[src/rtl/led_scan_drv_if.sv]
// Byte-stream link from the LED byte source into led_scan_drv.
// One byte per clock; sel_in tags it as accumulator (0) or address (1).
interface led_scan_drv_if;
  logic [7:0] data_in;
  logic       sel_in;

  modport master (output data_in, output sel_in);
  modport slave  (input  data_in, input  sel_in);
endinterface

[src/rtl/led_scan_drv.sv]
// Pairs acc/addr bytes from the LED stream into display registers and scans them as
// four hex digits on a common-anode 7-segment display. Optional macro LED_SCAN_LZB_EN.
module led_scan_drv #(
  parameter int SCAN_DIV  = 1000,
  parameter int BLANK_CYC = 50,
  parameter int CNT_W     = 16
) (
  input  logic               clk,
  input  logic               rst_n,
  led_scan_drv_if.slave      i_bus,
  output logic [6:0]         seg_n,
  output logic [3:0]         dig_n,
  output logic               frame_err,
  output logic [7:0]         disp_acc,
  output logic [7:0]         disp_addr
);

  localparam logic [CNT_W-1:0] SLOT_LAST  = CNT_W'(SCAN_DIV - 1);
  localparam logic [CNT_W-1:0] BLANK_LAST = CNT_W'(BLANK_CYC - 1);

  typedef enum logic {ST_BLANK, ST_DRIVE} state_t;

  state_t           r_state;
  state_t           w_nextState;
  logic [CNT_W-1:0] r_cnt;
  logic [CNT_W-1:0] w_cntNext;
  logic [1:0]       r_idx;
  logic [1:0]       w_idxNext;
  logic [6:0]       r_segN;
  logic [6:0]       w_segNext;
  logic [3:0]       r_digN;
  logic [3:0]       w_digNext;
  logic [7:0]       r_shadow;
  logic             r_pending;
  logic             r_frameErr;
  logic [7:0]       r_dispAcc;
  logic [7:0]       r_dispAddr;
  logic [3:0]       w_nibble;
  logic             w_blankDigit;
  logic             w_slotEnd;

  function automatic logic [6:0] hex7(input logic [3:0] v);
    logic [6:0] s;
    case (v)
      4'h0: s = 7'h40;  4'h1: s = 7'h79;  4'h2: s = 7'h24;  4'h3: s = 7'h30;
      4'h4: s = 7'h19;  4'h5: s = 7'h12;  4'h6: s = 7'h02;  4'h7: s = 7'h78;
      4'h8: s = 7'h00;  4'h9: s = 7'h10;  4'hA: s = 7'h08;  4'hB: s = 7'h03;
      4'hC: s = 7'h46;  4'hD: s = 7'h21;  4'hE: s = 7'h06;  default: s = 7'h0E;
    endcase
    return s;
  endfunction

  // A lone acc byte waits in the shadow so acc/addr land in the display registers together.
  always_ff @(posedge clk or negedge rst_n) begin
    if (!rst_n) begin
      r_shadow   <= '0;
      r_pending  <= 1'b0;
      r_frameErr <= 1'b0;
      r_dispAcc  <= '0;
      r_dispAddr <= '0;
    end else if (!i_bus.sel_in) begin
      r_shadow   <= i_bus.data_in;
      r_pending  <= 1'b1;
      r_frameErr <= r_pending;
    end else if (r_pending) begin
      r_dispAcc  <= r_shadow;
      r_dispAddr <= i_bus.data_in;
      r_pending  <= 1'b0;
      r_frameErr <= 1'b0;
    end else begin
      r_frameErr <= 1'b1;
    end
  end

  always_comb begin
    w_nibble = 4'h0;
    case (r_idx)
      2'd0: w_nibble = r_dispAcc[3:0];
      2'd1: w_nibble = r_dispAcc[7:4];
      2'd2: w_nibble = r_dispAddr[3:0];
      default: w_nibble = r_dispAddr[7:4];
    endcase
  end

`ifdef LED_SCAN_LZB_EN
  // Only the high digit of each byte is a leading-zero candidate.
  assign w_blankDigit = r_idx[0] && (w_nibble == 4'h0);
`else
  assign w_blankDigit = 1'b0;
`endif

  assign w_slotEnd = (r_cnt == SLOT_LAST);
  assign w_cntNext = w_slotEnd ? '0 : r_cnt + CNT_W'(1);

  always_ff @(posedge clk or negedge rst_n) begin
    if (!rst_n) begin
      r_state <= ST_BLANK;
      r_cnt   <= '0;
      r_idx   <= 2'd0;
      r_segN  <= 7'h7F;
      r_digN  <= 4'hF;
    end else begin
      r_state <= w_nextState;
      r_cnt   <= w_cntNext;
      r_idx   <= w_idxNext;
      r_segN  <= w_segNext;
      r_digN  <= w_digNext;
    end
  end

  // The digit value is sampled once at the end of blanking and held for the rest of the slot.
  always_comb begin
    w_nextState = r_state;
    w_idxNext   = r_idx;
    w_segNext   = r_segN;
    w_digNext   = r_digN;
    case (r_state)
      ST_BLANK: begin
        if (r_cnt == BLANK_LAST) begin
          w_nextState = ST_DRIVE;
          if (!w_blankDigit) begin
            w_digNext = ~(4'b0001 << r_idx);
            w_segNext = hex7(w_nibble);
          end
        end
      end
      ST_DRIVE: begin
        if (w_slotEnd) begin
          w_nextState = ST_BLANK;
          w_idxNext   = r_idx + 2'd1;
          w_digNext   = 4'hF;
          w_segNext   = 7'h7F;
        end
      end
      default: w_nextState = ST_BLANK;
    endcase
  end

  assign seg_n     = r_segN;
  assign dig_n     = r_digN;
  assign frame_err = r_frameErr;
  assign disp_acc  = r_dispAcc;
  assign disp_addr = r_dispAddr;

endmodule
[src/flat_wrapper.sv]
// flat-port wrapper written by rule: the top's interface ports become plain ports
module led_scan_drv_flat 
#(
  parameter int SCAN_DIV  = 1000,
  parameter int BLANK_CYC = 50,
  parameter int CNT_W     = 16
)
  (clk, rst_n, seg_n, dig_n, frame_err, disp_acc, disp_addr, i_bus_data_in, i_bus_sel_in);
  led_scan_drv_if i_bus_i ();
  input  logic clk;
  input  logic rst_n;
  output logic [6:0] seg_n;
  output logic [3:0] dig_n;
  output logic frame_err;
  output logic [7:0] disp_acc;
  output logic [7:0] disp_addr;
  input wire logic [$bits(i_bus_i.data_in)-1:0] i_bus_data_in;
  input wire logic [$bits(i_bus_i.sel_in)-1:0] i_bus_sel_in;
  assign i_bus_i.data_in = i_bus_data_in;
  assign i_bus_i.sel_in = i_bus_sel_in;
  led_scan_drv #(.SCAN_DIV(SCAN_DIV), .BLANK_CYC(BLANK_CYC), .CNT_W(CNT_W)) u_core (.clk(clk), .rst_n(rst_n), .i_bus(i_bus_i), .seg_n(seg_n), .dig_n(dig_n), .frame_err(frame_err), .disp_acc(disp_acc), .disp_addr(disp_addr));
endmodule
[config.mk]
export PLATFORM = sky130hd
export DESIGN_NAME = led_scan_drv_flat
export DESIGN_NICKNAME = d
export VERILOG_FILES = /design/src/rtl/led_scan_drv_if.sv /design/src/rtl/led_scan_drv.sv /design/src/flat_wrapper.sv
export SDC_FILE = /design/constraint.sdc
export NUM_CORES = 1
export LEC_CHECK = 0
export CAP_MARGIN = 20
export CORE_UTILIZATION = 58
export DETAILED_ROUTE_END_ITERATION = 6
export HOLD_SLACK_MARGIN = 0.1
export PLACE_DENSITY = 0.84
export SLEW_MARGIN = 40
export SYNTH_ARGS = -nofsm -noshare
export SYNTH_HDL_FRONTEND = slang
export SYNTH_SLANG_ARGS = --single-unit
[constraint.sdc]
create_clock -name clk -period 4.65 [get_ports clk]
set_input_delay 1.395 -clock clk [delete_from_list [all_inputs] [get_ports clk]]
set_output_delay 1.395 -clock clk [all_outputs]
set_load 0.05 [all_outputs]
# ---- Yosys cells after proc, flatten, opt, wreduce, memory -nomap -nowiden
# Memory sizes are Yosys's and may differ from the RTL's.
# Index checks and enable logic that the tools add are counted.
# Widths: inputs -> output; s select.
dict set report classes {
  add_sub_neg 2
  multipliers 0
  div 0
  magnitude_cmp 0
  n_eq_ne 6
  n_shift 1
  n_mux 14
  n_bitwise 2
  n_reduce_logical 4
}
# op count
set ops {}
lappend ops {{$add 16x1->16 const B} 1}
lappend ops {{$eq 16x10->1 const B} 1}
lappend ops {{$eq 16x6->1 const B} 1}
lappend ops {{$mux 16} 1}
lappend ops {{$mux 7} 2}
lappend ops {{$pmux 7 s2} 1}
lappend ops {{$pmux 4 s3} 1}
lappend ops {{$mux 4} 2}
lappend ops {{$pmux 4 s2} 1}
lappend ops {{$reduce_and 2->1} 3}
lappend ops {{$mux 1} 5}
lappend ops {{$not 4->4} 1}
lappend ops {{$shl 1x2->4 const A} 1}
lappend ops {{$add 2x1->2 const B} 1}
lappend ops {{$eq 2x1->1 const B} 1}
lappend ops {{$eq 2x2->1 const B} 1}
lappend ops {{$logic_not 2->1} 1}
lappend ops {{$ne 2x1->1 const B} 1}
lappend ops {{$ne 2x2->1 const B} 1}
lappend ops {{$pmux 1 s2} 1}
lappend ops {{$not 1->1} 1}
dict set report word_totals {
  ff_bits 56
  latchBits 0
  ramBits 0
  mem_bits_ro 112
  in_bits 11
  elab_cells 40
  n_memories 1
}
# name words width read_ports rd_ports_with_merged_regs write_ports line
set mem_list {}
lappend mem_list {{(name not given)} 16 7 1 0 0 led_scan_drv.sv:44} ;# case (v)

# ---- Depth between registers and ports, before layout
# Gate-level depths: netlist of run 1.
# An unclocked memory read counts as a cell.
dict set report logic_depth {
  depth_word 5
  depth_mapped 10
  mapped_depth_nobuf 10
}

# ---- Worst setup path before layout of run 1
# OpenSTA, ideal clock, no wires.
dict set report synth_timing {
  path_type {input -> register}
  from {in i_bus_sel_in}
  to {reg u_core.r_dispAddr[2], in the netlist u_core.disp_addr[2]}
  arrival_time_ns 2.506
  setup_slack_ns 2.019
  cell_stages 4
  path_cell_list {ha_1 clkbuf_1 clkbuf_1 mux2_2}
}
dict set report synth_via {
  elab_chain_cells 1
}
# item line
set synth_lines {}
lappend synth_lines {{from (decl)} flat_wrapper.sv:18} ;# input wire logic [$bits(i_bus_i.sel_in)-1:0] i_bus_sel_in;
lappend synth_lines {{$reduce_and 2->1 (no source line)} -}
lappend synth_lines {{to (signal assigned)} led_scan_drv.sv:67} ;# r_dispAddr <= i_bus.data_in;
lappend synth_lines {{to (decl)} led_scan_drv.sv:37} ;# logic [7:0] r_dispAddr;
# No other way between the ends.
# A chain may end at the register's enable or synchronous reset.

# ---- Final worst setup path of run 1
dict set report layout_timing {
  from {in i_bus_sel_in}
  to {reg u_core.r_dispAddr[5], in the netlist u_core.disp_addr[5]}
}
# The elaborated chain is that of the path after synthesis.

==> flow_summary.toml, run 1 <==
[status]
status = "complete, no violations"

[clocking]
holdBufCountCts = 0
cts_tree = "built"
path_clk_slew_ns = 0.09
cts_buffer_depth = 2
clkLatencyLatePin_ns = 0.31
cts_setup_buffers = 0
cts.repair.resized = 0
clockRootBuffer = "clkbuf_8"
cts_sinks = 56
cts_made_buffers = 5
htree_levels = 2

[sta]
max-slew-margin-rel_pct = 51.2
slew_violations = 0
fin_crit_sh_pct = 66.1
tns_ns = 0
worst_pin_slew_ns = 0.733
fin_hold_ws_ns = 0.479
skew_ns = 0.00615
setup_viol = 0
max_freq_mhz = 325
rsz0062_at_grt = "no"
hold_viol = 0
min_period_ns = 3.08

[grt]
grt.overflow.total = 0
grtUsageTotal_pct = 22.2
grt_max_degree = 40
antenna_found_initial = 0
grt_pass1_wl_um = 8490
grt_pass1_vias = 1734

[setup_path]
regToRegSetupSlack_ns = 2.11
critical_path_required_ns = 4.85
cp_cell_sequence = "clkdlybuf4s50_1 -> ha_1 -> mux2_2"
startpoint = "i_bus_sel_in"
path_max_fanout = 19
worst_path_largest_cell_delay_ns = 0.74
path_class = "in2reg"
r2r-start = "u_core.r_cnt[11]$_DFF_PN0_"
crit_family = "buffers and inverters"
timing.rr.end = "u_core.dig_n[1]$_DFFE_PN1P_"
worstPathArrival_ns = 3.27
cp_slowest_cell = "clkdlybuf4s50_1"
rr_worst_depth = 5
critical_path_buf_inv_count = 1
cp-end-kind = "flop"
start_kind = "primary input"

[placement]
port_buffers = 38
dp_hpwl_um = 3450
routabilityCongestion = 0.806

[layout]
diodes = 0
area_growth_pct = 19.5
final_cell_mix = "dfrtp_1 (45), clkdlybuf4s50_1 (37), mux2_2 (23)"
layout_commonest_cell = "dfrtp_1"
fin_util_pct = 72.5
drive_above_1_share_pct = 19.6
fin_nets = 284

[synthesis]
syn_avg_cell_area_sq_um = 12.0
ys_types = 41
ys_ff_latch = 56
netlist_area_sq_um = 2660
yosysSeqAreaShare_pct = 53.2
synthCells = 221
yosysWarningCount = 0
syn_nets = 246

[hold_path]
min_path_cells = 1
min_to = "u_core.r_cnt[15]$_DFF_PN0_"
min_from = "u_core.r_cnt[15]$_DFF_PN0_"
hp-class = "reg2reg"

[pwr]
fin_total_pwr_mw = 1.15
leakagePower_nw = 1.42
ir_drop_mv = 0.307
power_density_nw_per_um2 = 362

[detailed_routing]
wl_per_cell_um = 15.8
firstDrtPassIters = 4
vias = 1796
postRouteAntennaNets = 0
drtIter0Drc = 167
vias_per_cell = 5.76
wl_um = 4930
drc = 0

[floorplanning]
start_util_pct = 60.7
die_h_um = 69.7
chipWidth_um = 69.7
io_pins = 39
core_sq_um = 4380
num_rows = 24
dieArea_sq_um = 4860

[flow_run]
cap_violations = 0
## layer usage
| metal | part of all wire [%] | track usage [%] |
|---|---|---|
| met5 | 0 | 0 |
| met4 | 1.6 | 8.44 |
| met3 | 4.3 | 5.09 |
| met2 | 43 | 31.1 |
| met1 | 51 | 33.8 |
## power by group
part,internal [mW],switching (mW),total [mW]
sequential,0.522,0.0260,0.548
clock,0.160,0.151,0.311
combinational,0.114,0.178,0.292
total,0.796,0.355,1.15
## worst register-to-register path: stages (launching register included)
cell and delay, ns:
dfrtp_1 0.44, or4_4 0.56, nor4_4 0.26, and3_1 0.50
a32o_1 0.50, a2bb2oi_1 0.22
## how the worst max path moves through the flow
stage	to	slack, ns	cells after the start
6_report	u_core.disp_addr[5]$_DFFE_PN0P_	1.57	3
5_1_grt	u_core.disp_acc[6]$_DFFE_PN0P_	1.46	3
4_1_cts	u_core.disp_addr[0]$_DFFE_PN0P_	1.56	3
3_5_place_dp	u_core.disp_addr[0]$_DFFE_PN0P_	1.24	3
3_3_place_gp	u_core.disp_addr[5]$_DFFE_PN0P_	1.28	3
2_1_floorplan	u_core.disp_addr[2]$_DFFE_PN0P_	2.02	4
## area by class of cell
class,count,area (sq um)
clock inverters,2,35.0
flip-flops and latches,56,1420
well taps,52,65.1
clock buffers,6,72.6
multi-input cells,146,1170
inverters,11,41.3
fillers,313,1200
repair buffers,39,385
## cells in the mapped netlist (all sizes together)
cell	count	area, sq um
a2bb2oi	6	52.6
mux2	24	274
and3	6	40.0
dfrtp	45	1130
a222oi	3	30.0
a21o	1	7.51
o311ai	1	8.76
a211o	1	8.76
o22a	3	26.3
nor4	2	27.5
o21ai	5	25.0
a21oi	4	20.0
xnor2	10	87.6
o2bb2ai	1	8.76
o21a	1	7.51
mux2i	4	40.0
clkbuf	5	18.8
a22oi	1	7.51
dfstp	11	289
nand2b	1	6.26
nand2	19	78.8
nor2	13	48.8
nand3	7	40.0
ha	14	175
inv	11	41.3
nor3	6	30.0
a31oi	1	6.26
o31ai	3	22.5
a32o	1	10.0
buf	3	23.8
or4	2	18.8
xor2	5	43.8
o211a	1	10.0
## through the flow
stage,std cells,cell area [sq um],setup WS [ns]
2_1_floorplan,221,2660,2.02
4_1_cts,312,3170,1.56
3_3_place_gp,304,3070,1.28
3_5_place_dp,304,3070,1.24
5_1_grt,312,3180,1.46
6_report,312,3180,1.57
## kinds of logic (layout without fill, tap and decap cells)
group                      count (synthesis)  after routing  share of synthesized area (%)
AOI/OAI and AO/OA                         33             33                           9.45
xor gates and xnor gates                  15             15                           4.94
adders and majority gates                 14             14                           6.58
buffers and inverters                     19             58                           3.15
DFF                                       56             56                           53.2
muxes                                     28             28                           11.8
and+or+nand+nor                           56             56                           10.9
## flip-flops by register name, summed over array words and instances, names as in the netlist, 2 cells and up
signal / flops
u_core.r_cnt: 16
u_core.disp_acc: 8
u_core.disp_addr: 8
u_core.r_shadow: 8
u_core.seg_n: 7
u_core.dig_n: 4
u_core.r_idx: 2
Power figures use the tool's default switching activity.
==> run 2: changes to the inputs <==
- CORE_UTILIZATION: 58 -> 54
- PLACE_DENSITY: 0.84 -> 0.79
- clock period: 4.65 -> 3.1 ns (I/O delays scaled with it)
==> run 2 against run 1 <==
  * Worst setup slack lost 1.1 ns
  * Wire length decreased by 2.6%
  * Total power grew 44%
  * Register-to-register slack got worse by 1.5 ns
  * Largest power group unchanged
  * Sequential power grew 50%
==> flow_summary.toml, run 2 (synthesis gave the netlist of run 1 again) <==
[clocking]
cts_tree = "built"
cts.repair.resized = 0
htree_levels = 2
path_clk_slew_ns = 0.10
cts_sinks = 56
holdBufCountCts = 0
cts_setup_buffers = 0
clockRootBuffer = "clkbuf_8"
cts_buffer_depth = 2
clkLatencyLatePin_ns = 0.31
cts_made_buffers = 5

[hold_path]
min_from = "u_core.r_pending$_DFF_PN0_"
hp-class = "reg2reg"
min_to = "u_core.frame_err$_DFF_PN0_"
min_path_cells = 1

[placement]
dp_slack_ns = 0.545
port_buffers = 38
routabilityCongestion = 0.785
dp_hpwl_um = 3360

[layout]
final_cell_mix = "dfrtp_1 (45), clkdlybuf4s50_1 (37), mux2_2 (23)"
regMostFlops = "u_core.r_cnt"
fin_nets = 287
area_growth_pct = 20.3
drive_above_1_share_pct = 20.5
layout_commonest_cell = "dfrtp_1"
diodes = 0
largest_reg_flops = 16

[sta]
tns_ns = 0
fin_crit_sh_pct = 83.5
skew_ns = 0.0145
rsz0062_at_grt = "no"
worst_pin_slew_ns = 0.684
finalWorstSetupSlack_ns = 0.512
max-slew-margin-rel_pct = 54.4
setup_viol = 0
slew_violations = 0
max_freq_mhz = 386
min_period_ns = 2.59
hold_viol = 0

[floorplanning]
num_rows = 25
io_pins = 39
core_sq_um = 4720
start_util_pct = 56.3
chipWidth_um = 72.2
dieArea_sq_um = 5210
die_h_um = 72.2

[setup_path]
cp-end-kind = "primary output"
worst_path_largest_cell_delay_ns = 0.80
rr_worst_depth = 9
timing.rr.end = "u_core.seg_n[1]$_DFFE_PN1P_"
r2r-start = "u_core.r_idx[0]$_DFFE_PN0P_"
startpoint = "u_core.seg_n[1]$_DFFE_PN1P_"
worstPathArrival_ns = 1.66
cp_slowest_cell = "clkdlybuf4s50_1"
cp_cell_sequence = "clkdlybuf4s50_1"
crit_family = "buffers and inverters"
path_max_fanout = 2
path_class = "reg2out"
critical_path_buf_inv_count = 1
regToRegSetupSlack_ns = 0.65
start_kind = "flop"
critical_path_required_ns = 2.17

[flow_run]
cap_violations = 0

[status]
status = "complete, no violations"

[grt]
antenna_found_initial = 0
grt_pass1_vias = 1828
grt_max_degree = 57
grt_pass1_wl_um = 8570
grtUsageTotal_pct = 21.1
grt.overflow.total = 0

[pwr]
combPwrFrac_pct = 26.5
power_density_nw_per_um2 = 518
power_frac_seq_pct = 49.6
p_clk_share_pct = 24.0
power_switching_mw = 0.541
switching_share_pct = 32.7
p_int_mw = 1.12
ir_drop_mv = 0.362
leakagePower_nw = 1.43

[detailed_routing]
vias = 1759
firstDrtPassIters = 4
drc = 0
vias_per_cell = 5.33
drtIter0Drc = 118
postRouteAntennaNets = 0
wl_per_cell_um = 14.6
wl_um = 4800
run 2: per-layer routing:
metal | GRT usage [%] | vias to the layer above | part of all wire (%)
li1 | - | 855 | -
met1 | 31.5 | 865 | 52
met2 | 31.4 | 34 | 44
met3 | 3.75 | 5 | 2.8
met4 | 7.19 | 0 | 1.0
met5 | 0 | - | 0
run 2: area by class of cell:
cell class              instances  area, sq um
clock buffers                   6         72.6
flip-flops and latches         56         1420
fillers                       351         1520
clock inverters                 2         16.3
multi-input cells             146         1170
repair buffers                 42          405
well taps                      67         83.8
inverters                      11         41.3
run 2: worst max path at each step:
stage,depth (start not counted),to,slack (ns)
after floorplan,8,u_core.seg_n[1]$_DFFE_PN1P_,0.93
after global placement,3,u_core.disp_addr[5]$_DFFE_PN0P_,0.56
after detailed placement,3,u_core.disp_addr[1]$_DFFE_PN0P_,0.55
after CTS,1,dig_n[0],0.50
after global routing,9,u_core.seg_n[1]$_DFFE_PN1P_,0.42
final,1,seg_n[1],0.51
run 2: power by group through the flow:
stage               Clock, mW  Sequential (mW)  Combinational [mW]
detailed placement          0            0.834               0.437
CTS                     0.415            0.821               0.440
floorplan                   0            0.953               0.170
finish                  0.397            0.822               0.439
global placement            0            0.833               0.431
global route            0.440            0.827               0.474
run 2: metrics by stage:
stage	hold slack, ns	utilization, %	instances	instance area [sq um]	power (mW)
detailed placement	0.455	65.8	322	3110	1.27
global placement	0.451	65.8	322	3110	1.26
global route	0.490	67.8	330	3200	1.74
CTS	0.478	67.7	330	3200	1.68
floorplan	0.443	-	221	2660	1.12
finish	0.471	67.8	330	3200	1.66
run 2: worst register-to-register path, delay by kind of cell (launching register included):
kind	cells	cell delay, ns
adder cells (fa/ha/maj)	2	0.58
AND/OR/NAND/NOR	1	0.06
AO/OA/AOI/OAI	3	0.58
multiplexers	1	0.41
flip-flops	1	0.45
buffers and inverters	2	0.30
